==> src/rtl/booth_pkg.sv <==
// Shared types and defaults for the Booth product accumulator.
package booth_pkg;

  // Accumulator FSM: collect terms, then hold the closed result until taken.
  typedef enum logic [0:0] {
    StAccum = 1'b0,
    StDrain = 1'b1
  } acc_state_e;

  localparam int unsigned DefProdW    = 8;
  localparam int unsigned DefAccW     = 16;
  localparam int unsigned DefMaxTerms = 16;

  // Term counter must be able to hold MAX_TERMS itself, not just MAX_TERMS-1.
  function automatic int unsigned cnt_width(input int unsigned max_terms);
    return $clog2(max_terms) + 1;
  endfunction

endpackage

==> src/rtl/booth_sat_add.sv <==
// Signed accumulate adder: ACC_W accumulator plus sign-extended PROD_W product.
// Build option BOOTH_ACC_SAT_EN clamps the sum on overflow; otherwise it wraps.
module booth_sat_add #(
  parameter int unsigned PROD_W = 8,
  parameter int unsigned ACC_W  = 16
) (
  input  logic [ACC_W-1:0]  acc_i,
  input  logic [PROD_W-1:0] prod_i,
  output logic [ACC_W-1:0]  sum_o,
  output logic              ovf_o
);

  logic [ACC_W-1:0] prod_ext;
  logic [ACC_W:0]   full_sum;

  assign prod_ext = {{(ACC_W - PROD_W){prod_i[PROD_W-1]}}, prod_i};
  assign full_sum = {acc_i[ACC_W-1], acc_i} + {prod_ext[ACC_W-1], prod_ext};

  // With a full-precision sum, "operand signs agree but result sign differs"
  // is the same as the top two bits of the ACC_W+1 result disagreeing.
  assign ovf_o = full_sum[ACC_W] ^ full_sum[ACC_W-1];

  // Select the stored sum; full_sum[ACC_W] is the true sign of the result.
  always_comb begin
`ifdef BOOTH_ACC_SAT_EN
    if (ovf_o) begin
      sum_o = full_sum[ACC_W] ? {1'b1, {(ACC_W - 1){1'b0}}} : {1'b0, {(ACC_W - 1){1'b1}}};
    end else begin
      sum_o = full_sum[ACC_W-1:0];
    end
`else
    sum_o = full_sum[ACC_W-1:0];
`endif
  end

endmodule

==> src/rtl/booth_product_accumulator.sv <==
// MAC back end for the 4x4 Booth multiplier: accumulates a signed product
// stream into one result per in_last (or per MAX_TERMS terms) and holds the
// result on a valid/ready port. Optional build macro: BOOTH_ACC_SAT_EN
// (saturating accumulator instead of wrapping).
module booth_product_accumulator
  import booth_pkg::*;
#(
  parameter int unsigned PROD_W    = DefProdW,
  parameter int unsigned ACC_W     = DefAccW,
  parameter int unsigned MAX_TERMS = DefMaxTerms
) (
  input  logic                              clk,
  input  logic                              rst_n,
  input  logic                              ena,
  input  logic                              in_valid,
  output logic                              in_ready,
  input  logic [PROD_W-1:0]                 in_product,
  input  logic                              in_last,
  output logic                              out_valid,
  input  logic                              out_ready,
  output logic [ACC_W-1:0]                  acc_out,
  output logic [cnt_width(MAX_TERMS)-1:0]   term_count,
  output logic                              overflow
);

  localparam int unsigned CntW = cnt_width(MAX_TERMS);

  acc_state_e       state_q, state_d;
  logic [ACC_W-1:0] acc_q, acc_d;
  logic [CntW-1:0]  cnt_q, cnt_d;
  logic             ovf_q, ovf_d;

  logic [ACC_W-1:0] add_sum;
  logic             add_ovf;
  logic [CntW-1:0]  cnt_inc;
  logic             accept;

  booth_sat_add #(
    .PROD_W (PROD_W),
    .ACC_W  (ACC_W)
  ) u_add (
    .acc_i  (acc_q),
    .prod_i (in_product),
    .sum_o  (add_sum),
    .ovf_o  (add_ovf)
  );

  // in_ready depends on state and ena only, never on in_valid.
  assign in_ready  = (state_q == StAccum) & ena;
  assign accept    = in_valid & in_ready;
  assign cnt_inc   = cnt_q + 1'b1;

  assign out_valid  = (state_q == StDrain);
  assign acc_out    = acc_q;
  assign term_count = cnt_q;
  assign overflow   = ovf_q;

  // Next-state: accumulate in StAccum, clear everything on the output handshake.
  always_comb begin
    state_d = state_q;
    acc_d   = acc_q;
    cnt_d   = cnt_q;
    ovf_d   = ovf_q;
    unique case (state_q)
      StAccum: begin
        if (accept) begin
          acc_d = add_sum;
          cnt_d = cnt_inc;
          ovf_d = ovf_q | add_ovf;
          if (in_last || (cnt_inc == CntW'(MAX_TERMS))) begin
            state_d = StDrain;
          end
        end
      end
      StDrain: begin
        if (out_ready) begin
          state_d = StAccum;
          acc_d   = '0;
          cnt_d   = '0;
          ovf_d   = 1'b0;
        end
      end
      default: state_d = StAccum;
    endcase
  end

  // State registers; asynchronous reset discards any partial result at once.
  always_ff @(posedge clk or negedge rst_n) begin
    if (!rst_n) begin
      state_q <= StAccum;
      acc_q   <= '0;
      cnt_q   <= '0;
      ovf_q   <= 1'b0;
    end else begin
      state_q <= state_d;
      acc_q   <= acc_d;
      cnt_q   <= cnt_d;
      ovf_q   <= ovf_d;
    end
  end

endmodule
==> config.mk <==
export PLATFORM = sky130hd
export DESIGN_NAME = booth_product_accumulator
export DESIGN_NICKNAME = d
export VERILOG_FILES = /design/src/rtl/booth_pkg.sv /design/src/rtl/booth_sat_add.sv /design/src/rtl/booth_product_accumulator.sv
export SDC_FILE = /design/constraint.sdc
export NUM_CORES = 1
export LEC_CHECK = 0
export ABC_AREA = 1
export ABC_CLOCK_PERIOD_IN_PS = 2000
export CAP_MARGIN = 20
export CORE_MARGIN = 3
export CORE_UTILIZATION = 25
export DETAILED_ROUTE_END_ITERATION = 10
export DONT_BUFFER_PORTS = 1
export GPL_TIMING_DRIVEN = 0
export PLACE_DENSITY = 0.47
export SLEW_MARGIN = 20
export SYNTH_ARGS = -nofsm -noshare
export SYNTH_HDL_FRONTEND = slang
export SYNTH_SLANG_ARGS = --single-unit
==> constraint.sdc <==
create_clock -name clk -period 2 [get_ports clk]
set_clock_uncertainty 0.05 [all_clocks]
set_input_delay 0.4 -clock clk [delete_from_list [all_inputs] [get_ports clk]]
set_output_delay 0.4 -clock clk [all_outputs]
set_load 0.05 [all_outputs]
Word-level counts from Yosys, hierarchy flattened
Index checks and enable logic that the tools add are counted.
{"block": "word_totals", "reg_bits": 23, "inputBits": 14, "out_inout_bits": 24, "elab_cells": 29}
{"block": "classes", "n_addsub": 2, "n_eq_ne": 3, "muxes": 13, "n_bitwise": 5, "n_reduce_logical": 2}
{"operator": "16-bit two-way mux", "count": 2}
{"operator": "16-bit case mux with 2 select lines", "count": 1}
{"operator": "16-bit by 8-bit adder with 17-bit output", "count": 1}
{"operator": "5-bit two-way mux", "count": 2}
{"operator": "5-bit case mux with 2 select lines", "count": 1}
{"operator": "5-bit by 1-bit adder with 5-bit output, second input constant", "count": 1}
{"operator": "5-bit equality test, second input constant", "count": 1}
{"operator": "1-bit two-way mux", "count": 5}
{"operator": "2-bit inequality test, second input constant", "count": 2}
{"operator": "1-bit case mux with 2 select lines", "count": 2}
{"operator": "1-bit AND", "count": 2}
{"operator": "2-bit AND reduction", "count": 1}
{"operator": "1-bit logical OR", "count": 1}
{"operator": "1-bit inverter", "count": 1}
{"operator": "1-bit OR", "count": 1}
{"operator": "1-bit XOR", "count": 1}

Logic depth before layout (Yosys ltp)
Gate-level depths: netlist of the first run.
{"block": "logic_depth", "depth_word": 6, "ltp_mapped": 12, "ltp_nobuf": 12}

Modules after synthesis
A second synthesis of the first run with hierarchy kept.
{"block": "hier_totals", "cells_unflattened": 289, "hier_area_um2": 1960.6}
{"module": "booth_product_accumulator", "instances": 1, "cells_per_inst": 121, "area_each_um2": 1021.0, "seq_area_each_um2": 575.6}
{"module": "booth_sat_add", "instances": 1, "cells_per_inst": 168, "area_each_um2": 939.7, "seq_area_each_um2": 0.0}

Worst setup path after synthesis of the first run
No wires, ideal clock.
{"block": "synth_path", "path_type": "register to register", "startpoint": "register acc_q[0], in the netlist acc_out[0]", "endpoint": "register acc_q[10], in the netlist acc_out[10]", "setup_time_ps": 118, "t_arrival_ps": 1859, "required_ps": 1832, "setup_slack_ps": -27, "stages_incl_launch_ff": 12, "n_path_buf": 0, "synth_period_minus_slack_ps": 2027, "path_cell_list": "dfrtp_1 ha_1 fa_1 nand2_1 nand2_1 and2_4 nand2_4 a21boi_1 nor2_1 nand2_1 nand3_1 nand2_1"}
{"block": "synth_via", "elab_chain_cells": 3}
{"element": "start: declaration", "line_no": "booth_product_accumulator.sv:29", "rtl": "logic [ACC_W-1:0] acc_q, acc_d;"}
{"element": "start signal: assignment", "line_no": "booth_product_accumulator.sv:91", "rtl": "acc_q <= '0;"}
{"element": "start signal: assignment", "line_no": "booth_product_accumulator.sv:96", "rtl": "acc_q <= acc_d;"}
{"element": "16-bit by 8-bit adder with 17-bit output", "line_no": "booth_sat_add.sv:17", "rtl": "assign full_sum = {acc_i[ACC_W-1], acc_i} + {prod_ext[ACC_W-1], prod_ext};"}
{"element": "16-bit two-way mux", "line_no": "booth_product_accumulator.sv:66", "rtl": "if (accept) begin"}
{"element": "16-bit case mux with 2 select lines", "line_no": "booth_product_accumulator.sv:64", "rtl": "unique case (state_q)"}
No other way between the ends. The select of a mux whose other input is x is not followed.
A chain may end at the register's enable or synchronous reset.

Final worst setup path of the first run
{"block": "layout_path", "startpoint": "register acc_q[0], in the netlist acc_out[0]", "endpoint": "register acc_q[14], in the netlist acc_out[14]"}
The elaborated chain is that of the path after synthesis.

==> results.ini, run 1 <==
[run_status]
run_status = finished clean

[clocking]
root_buffer = clkbuf_8
cts_made_buffers = 3
clock-sinks = 23
clk_latency_ns = 0.28
clk_path_buf_depth = 2
cts_tree = built
htree_levels = 1
clk_pin_slew_ns = 0.10

[yosys]
syn_nets = 296
synth_xor_area_share_pct = 1.43
synth-edff-count = 0
yosys.cell_types.count = 32
yosysTopAreaCellShare_pct = 31.3
synth_most_common_cell = nand2_1
synthTopCellsByArea = dfrtp_1 31%, nand2_1 19%, ha_1 12%
yosysTopAreaCell = dfrtp_1
synthCells = 263
synthMuxAreaShare_pct = 0
ys_ff_latch = 23
syn_area_mm2 = 0.00184
synth_compound_area_share_pct = 15.5
synth_top_family_by_area = simple AND/OR/NAND/NOR gates
ys_async_sr_fraction_pct = 100
ys_top_cells_by_count = 92 x nand2_1, 32 x inv_1, 23 x dfrtp_1, 19 x a21oi_1, 18 x ha_1
yosys_warnings = 0
syn_area_per_cell_um2 = 6.99
synth_adder_area_share_pct = 13.3
synthSimpleGateAreaFrac_pct = 30.0
ys_seq_area_share_pct = 31.3
synth_ff_type = dfrtp_1

[global_routing]
overflow = 0
grt_busiest_layer = met2
grt_max_degree = 24
grtUsageMet3_pct = 3.20
antenna_found_initial = 0
grt_pass1_wl_um = 8610
grt_use_total_pct = 12.6
use_met2_pct = 19.9
grt_pass1_vias = 1670
met1_usage_pct = 17.4

[floorplan]
die_area_mm2 = 0.00842
pin_count = 38
core_mm2 = 0.00694
rows = 30
die_w_um = 91.7
start_util_pct = 26.5
dieHeight_um = 91.7

[placed_design]
dpl.hpwl_um = 3770
gp_congestion = 0.864
port_buffers = 0
place_area_mm2 = 0.00196

[layout]
postLayoutCoreUtil_pct = 32.4
areaGrowthSynthToFinish_pct = 22.4
nets = 305
fillerInstances = 779
final_area_mm2 = 0.00225
antenna_cells = 0
drive_gt1_share_pct = 22.9

[drt]
ant_nets = 0
drt-pass1-iter-count = 4
drc = 0
initialDrtViolationCount = 76
viasPerCell = 4.55
via_count = 1671
wl_per_cell_um = 13.7
finalWirelength_um = 5040

[setup_path]
crit_required_ns = 2.12
cp.arrival_ns = 2.10
end_kind = register
crit_fanout = 3
reg2reg_depth = 11
start_kind = register
critical_path_class = reg -> reg

[timing]
fmax_ghz = 0.505
drv_slew = 0
relSlewSlack_pct = 58.9
finalCritPeriodShare_pct = 98.9
worst_slew_pin_slew_ns = 0.617
final-setup-viol-count = 0
finalCriticalPeriod_ns = 1.98
setup_tns_ns = 0
hold_viol = 0
rsz0062_at_grt = true

[power_and_ir_drop]
powerDensity_mw_per_mm2 = 1620
ir_drop_mv = 0.422
p_leak_uw = 0.00107

[worst_hold_path]
min_path_cells = 1
hp-class = in -> reg

[run]
max-cap-violations = 0

## report_power, final
group | switching, uW | total [uW] | internal, uW | leakage, uW
Clock | 189 | 329 | 140 | 0.0000255
Combinational | 965 | 1690 | 728 | 0.000771
Sequential | 956 | 1630 | 676 | 0.000270
Total | 2110 | 3650 | 1540 | 0.00107
## flip-flops by register name (all words and copies together), names as in the netlist
register	cells
term_count	5
acc_out	16
out_valid	1
overflow	1
## worst max-delay path, stage by stage (launching register included)
cell,delay (ns)
dfrtp_2,0.55
ha_4,0.22
fa_2,0.34
nand2_2,0.09
nand2_2,0.06
and2_4,0.15
nand2_4,0.07
nand2_4,0.05
nand3_2,0.06
nand2_2,0.07
nor2_1,0.10
o21ai_1,0.07
## through the flow
stage | power (uW) | hold slack, ns | cells | setup WS, ns
final | 3650 | 0.168 | 367 | 0.0215
after global routing | 4020 | 0.173 | 367 | -0.0860
after CTS | 3470 | 0.163 | 366 | 0.0106
after detailed placement | 3050 | 0.0553 | 359 | -0.263
after global placement | 3040 | 0.0553 | 359 | -0.239
after floorplan | 2710 | 0.0544 | 263 | 0.0558
## kinds of logic after synthesis
logic type               after synthesis
adder cells (fa/ha/maj)               19
AO/OA/AOI/OAI                         50
AND/OR/NAND/NOR                      131
XOR/XNOR                               3
flip-flops                            23
buffers and inverters                 37
## layout make-up
cell class	instances	area (um^2)	share of cell area [%]
Multi-Input combinational cell	203	1280	57.0
Sequential cell	23	599	26.6
Inverter	34	128	5.67
Tap cell	96	120	5.34
Timing Repair Buffer	4	45.0	2.00
Clock buffer	3	41.3	1.84
Buffer	3	28.8	1.28
Clock inverter	1	5.00	0.222
## placed cells by master (no fill, tap or decap), types with 2 or more instances in the layout
cell type,netlist,final
nor3_1,5,4
o21ai_1,6,7
ha_4,0,10
dfrtp_1,23,6
a22o_1,3,3
nand3_2,1,2
nand2_4,2,2
a21oi_2,2,5
a21oi_1,19,16
nor2_1,14,14
ha_1,18,8
clkbuf_8,1,4
xor2_1,2,2
dfrtp_2,0,16
nand3_1,11,10
buf_4,1,4
nand2_2,1,9
inv_1,32,32
o21bai_1,2,2
o21ai_0,14,13
nand2_1,92,84
inv_2,2,2
## path summary, 6_finish.rpt
path / to / slack (ns) / start
worst max-delay path: acc_out[14] / 0.02 / acc_out[0]
worst max register to register: acc_out[14] / 0.02 / acc_out[0]
max in group asynchronous: out_valid / 1.24 / rst_n
worst min-delay path: out_valid / 0.17 / out_ready
min in group asynchronous: acc_out[9] / 0.48 / rst_n
worst min register to register: acc_out[14] / 0.67 / acc_out[14]
## metal layers
layer,share of wire (%),wire [um]
met1,47,2390
met2,46,2300
met3,6.2,312
met4,0.68,34
met5,0,0
## what timing repair did
item	4_1_cts	5_1_grt
buffers inserted	1	1
hold buffers	2	0
pin swaps	3	2
endpoints found under the hold margin	23	0
gates resized for setup	19	29
endpoints found under the setup margin	22	12
Note: power is estimated with default switching activity, not from simulation.
==> inputs of run 2 (changes only) <==
--- a/config.mk
+++ b/config.mk
@@ -12,7 +12,6 @@
 export CORE_UTILIZATION = 25
 export DETAILED_ROUTE_END_ITERATION = 10
 export DONT_BUFFER_PORTS = 1
-export GPL_TIMING_DRIVEN = 0
 export PLACE_DENSITY = 0.47
 export SLEW_MARGIN = 20
 export SYNTH_ARGS = -nofsm -noshare
==> results.ini, run 2 (synthesis results as in run 1) <==
[global_routing]
grt_pass1_wl_um = 8660  ; was 8610 um
grt_pass1_vias = 1780  ; was 1670
grt_use_total_pct = 12.6  ; about the same
grt_max_degree = 24  ; unchanged
overflow = 0  ; unchanged
antenna_found_initial = 0  ; unchanged

[setup_path]
crit_chain = ha_2, fa_2, nand2_1, nand2_1, and2_4, nand2_4, nand2_4, nand3_2, nand2_2, nand2_1, nand2_1, o21ai_1  ; was ha_4, fa_2, nand2_2, nand2_2, and2_4, nand2_4, nand2_4, nand3_2, nand2_2, nor2_1, o21ai_1
critPathMostFrequentCell = nand2_1  ; was nand2_2
start_kind = register  ; unchanged
slowest_stage = dfrtp_2  ; unchanged
crit_required_ns = 2.16  ; was 2.12 ns
end_kind = register  ; unchanged
slowest_delay_ns = 0.42  ; was 0.55 ns
cp.arrival_ns = 2.00  ; was 2.10 ns
critical_path_class = reg -> reg  ; unchanged
crit_fanout = 3  ; unchanged

[clocking]
post_cts_buffers = 0  ; was 1
clk_pin_slew_ns = 0.10  ; about the same
cts_tree = built  ; unchanged
root_buffer = clkbuf_8  ; unchanged
clk_latency_ns = 0.27  ; was 0.28 ns
clock-sinks = 23  ; unchanged
cts_made_buffers = 3  ; unchanged
clk_path_buf_depth = 2  ; unchanged
htree_levels = 1  ; unchanged

[floorplan]
rows = 30  ; unchanged
die_area_mm2 = 0.00842  ; unchanged
start_util_pct = 26.5  ; unchanged
die_w_um = 91.7  ; unchanged
core_mm2 = 0.00694  ; unchanged
pin_count = 38  ; unchanged
dieHeight_um = 91.7  ; unchanged

[timing]
setup_tns_ns = 0  ; unchanged
fmax_ghz = 0.542  ; was 0.505 GHz
hold_viol = 0  ; unchanged
drv_slew = 0  ; unchanged
final-setup-viol-count = 0  ; unchanged
finalCritPeriodShare_pct = 92.2  ; was 98.9%
timing.hold.ws_ns = 0.167  ; was 0.168 ns
rsz0062_at_grt = false  ; was true
fin_ws_ns = 0.156  ; was 0.0215 ns
worst_slew_pin_slew_ns = 0.478  ; was 0.617 ns
relSlewSlack_pct = 68.1  ; was 58.9%
finalCriticalPeriod_ns = 1.84  ; was 1.98 ns

[layout]
fillerInstances = 766  ; was 779
drive_gt1_share_pct = 16.6  ; was 22.9%
final_cell_mix = 91 x nand2_1, 32 x inv_1, 24 x buf_4, 22 x dfrtp_1  ; was 84 x nand2_1, 32 x inv_1, 16 x a21oi_1, 16 x dfrtp_2, 14 x nor2_1
multiInputGateArea_mm2 = 0.00113  ; was 0.00128 mm^2
final_common_cell = nand2_1  ; unchanged
antenna_cells = 0  ; unchanged
largest_reg_flops = 16  ; unchanged
seqCellArea_um2 = 577  ; was 599 um^2
nets = 324  ; was 305
areaGrowthSynthToFinish_pct = 20.6  ; was 22.4%

[placed_design]
gp_congestion = 0.819  ; was 0.864
preCtsSetupSlack_ns = 0.0733  ; was -0.263 ns
dpl.hpwl_um = 3810  ; was 3770 um
port_buffers = 0  ; unchanged

[drt]
drt-pass1-iter-count = 4  ; unchanged
via_count = 1739  ; was 1671
viasPerCell = 4.51  ; was 4.55
wl_per_cell_um = 12.9  ; was 13.7 um
ant_nets = 0  ; unchanged
finalWirelength_um = 4980  ; was 5040 um
initialDrtViolationCount = 87  ; was 76
drc = 0  ; unchanged

[worst_hold_path]
hp-class = in -> reg  ; unchanged

[run_status]
run_status = finished clean  ; unchanged

[power_and_ir_drop]
ir_drop_mv = 0.488  ; was 0.422 mV
p_leak_uw = 0.00118  ; was 0.00107 uW
powerDensity_mw_per_mm2 = 1660  ; was 1620 mW/mm^2

[run]
max-cap-violations = 0  ; unchanged

[run 2: cell types whose count changed in the layout (fill, tap and decap cells not counted), moves of 7 or more]
cell and change:
buf_4 +20, dfrtp_1 +16, dfrtp_2 -15, ha_4 -10, ha_1 +9, nand2_1 +7, nand2_2 -7
[run 2: final timing paths]
kind / startpoint / endpoint / slack [ns] / depth (start not counted)
setup / recovery: acc_out[0] / acc_out[14] / 0.16 / 12
hold / removal: out_ready / out_valid / 0.17 / 1
setup reg to reg: acc_out[0] / acc_out[14] / 0.16 / 12
hold reg to reg: term_count[4] / term_count[4] / 0.54 / 2
max in group asynchronous: rst_n / acc_out[0] / 1.21 / 2
min in group asynchronous: rst_n / acc_out[5] / 0.53 / 2
[run 2: power by group]
| part | internal, uW | leakage (uW) | switching (uW) |
|---|---|---|---|
| Clock | 141 | 0.0000217 | 175 |
| Sequential | 657 | 0.000290 | 175 |
| Combinational | 808 | 0.000867 | 1720 |
[run 2: per-stage QoR]
step | util [%] | power, uW | instances | cell area [um^2]
after CTS | 31.6 | 3700 | 386 | 2190
after global placement | 30.4 | 3330 | 380 | 2110
after global routing | 31.9 | 4070 | 386 | 2220
after detailed placement | 30.4 | 3340 | 380 | 2110
final | 31.9 | 3680 | 386 | 2220
after floorplan | - | 2710 | 263 | 1840
[run 2: critical path, delay by kind of cell, from the launching register on]
| kind | cells | cell delay, ns |
|---|---|---|
| adders and majority gates | 2 | 0.52 |
| DFF | 1 | 0.42 |
| AOI/OAI and AO/OA | 1 | 0.12 |
| and+or+nand+nor | 9 | 0.66 |
[run 2: area by class of cell]
| class | count | area share, % |
|---|---|---|
| Multi-Input combinational cell | 203 | 51.1 |
| Sequential cell | 23 | 26.0 |
| Timing Repair Buffer | 26 | 9.48 |
| Inverter | 34 | 5.76 |
| Tap cell | 96 | 5.42 |
| Clock buffer | 3 | 1.86 |
| Clock inverter | 1 | 0.339 |
[run 2: per-layer routing]
| metal | share of wire (%) | global-route usage (%) |
|---|---|---|
| met5 | 0 | 0 |
| met4 | 0.50 | 1.98 |
| met3 | 5.3 | 3.36 |
| met2 | 46 | 21.2 |
| met1 | 48 | 16.4 |
[run 2: repair_timing]
item | 4_1_cts | 5_1_grt
hold endpoints to repair | 23 | 0
setup endpoints to repair | 0 | 6
resized for setup | 0 | 7
hold buffers | 2 | 0
==> inputs of run 3 (changes only) <==
--- a/config.mk
+++ b/config.mk
@@ -7,7 +7,7 @@
 export LEC_CHECK = 0
 export ABC_AREA = 1
 export ABC_CLOCK_PERIOD_IN_PS = 2000
-export CAP_MARGIN = 20
+export CAP_MARGIN = 10
 export CORE_MARGIN = 3
 export CORE_UTILIZATION = 25
 export DETAILED_ROUTE_END_ITERATION = 10
==> results of run 3 <==
The final DEF is identical to that of run 2; final timing and power are the same.
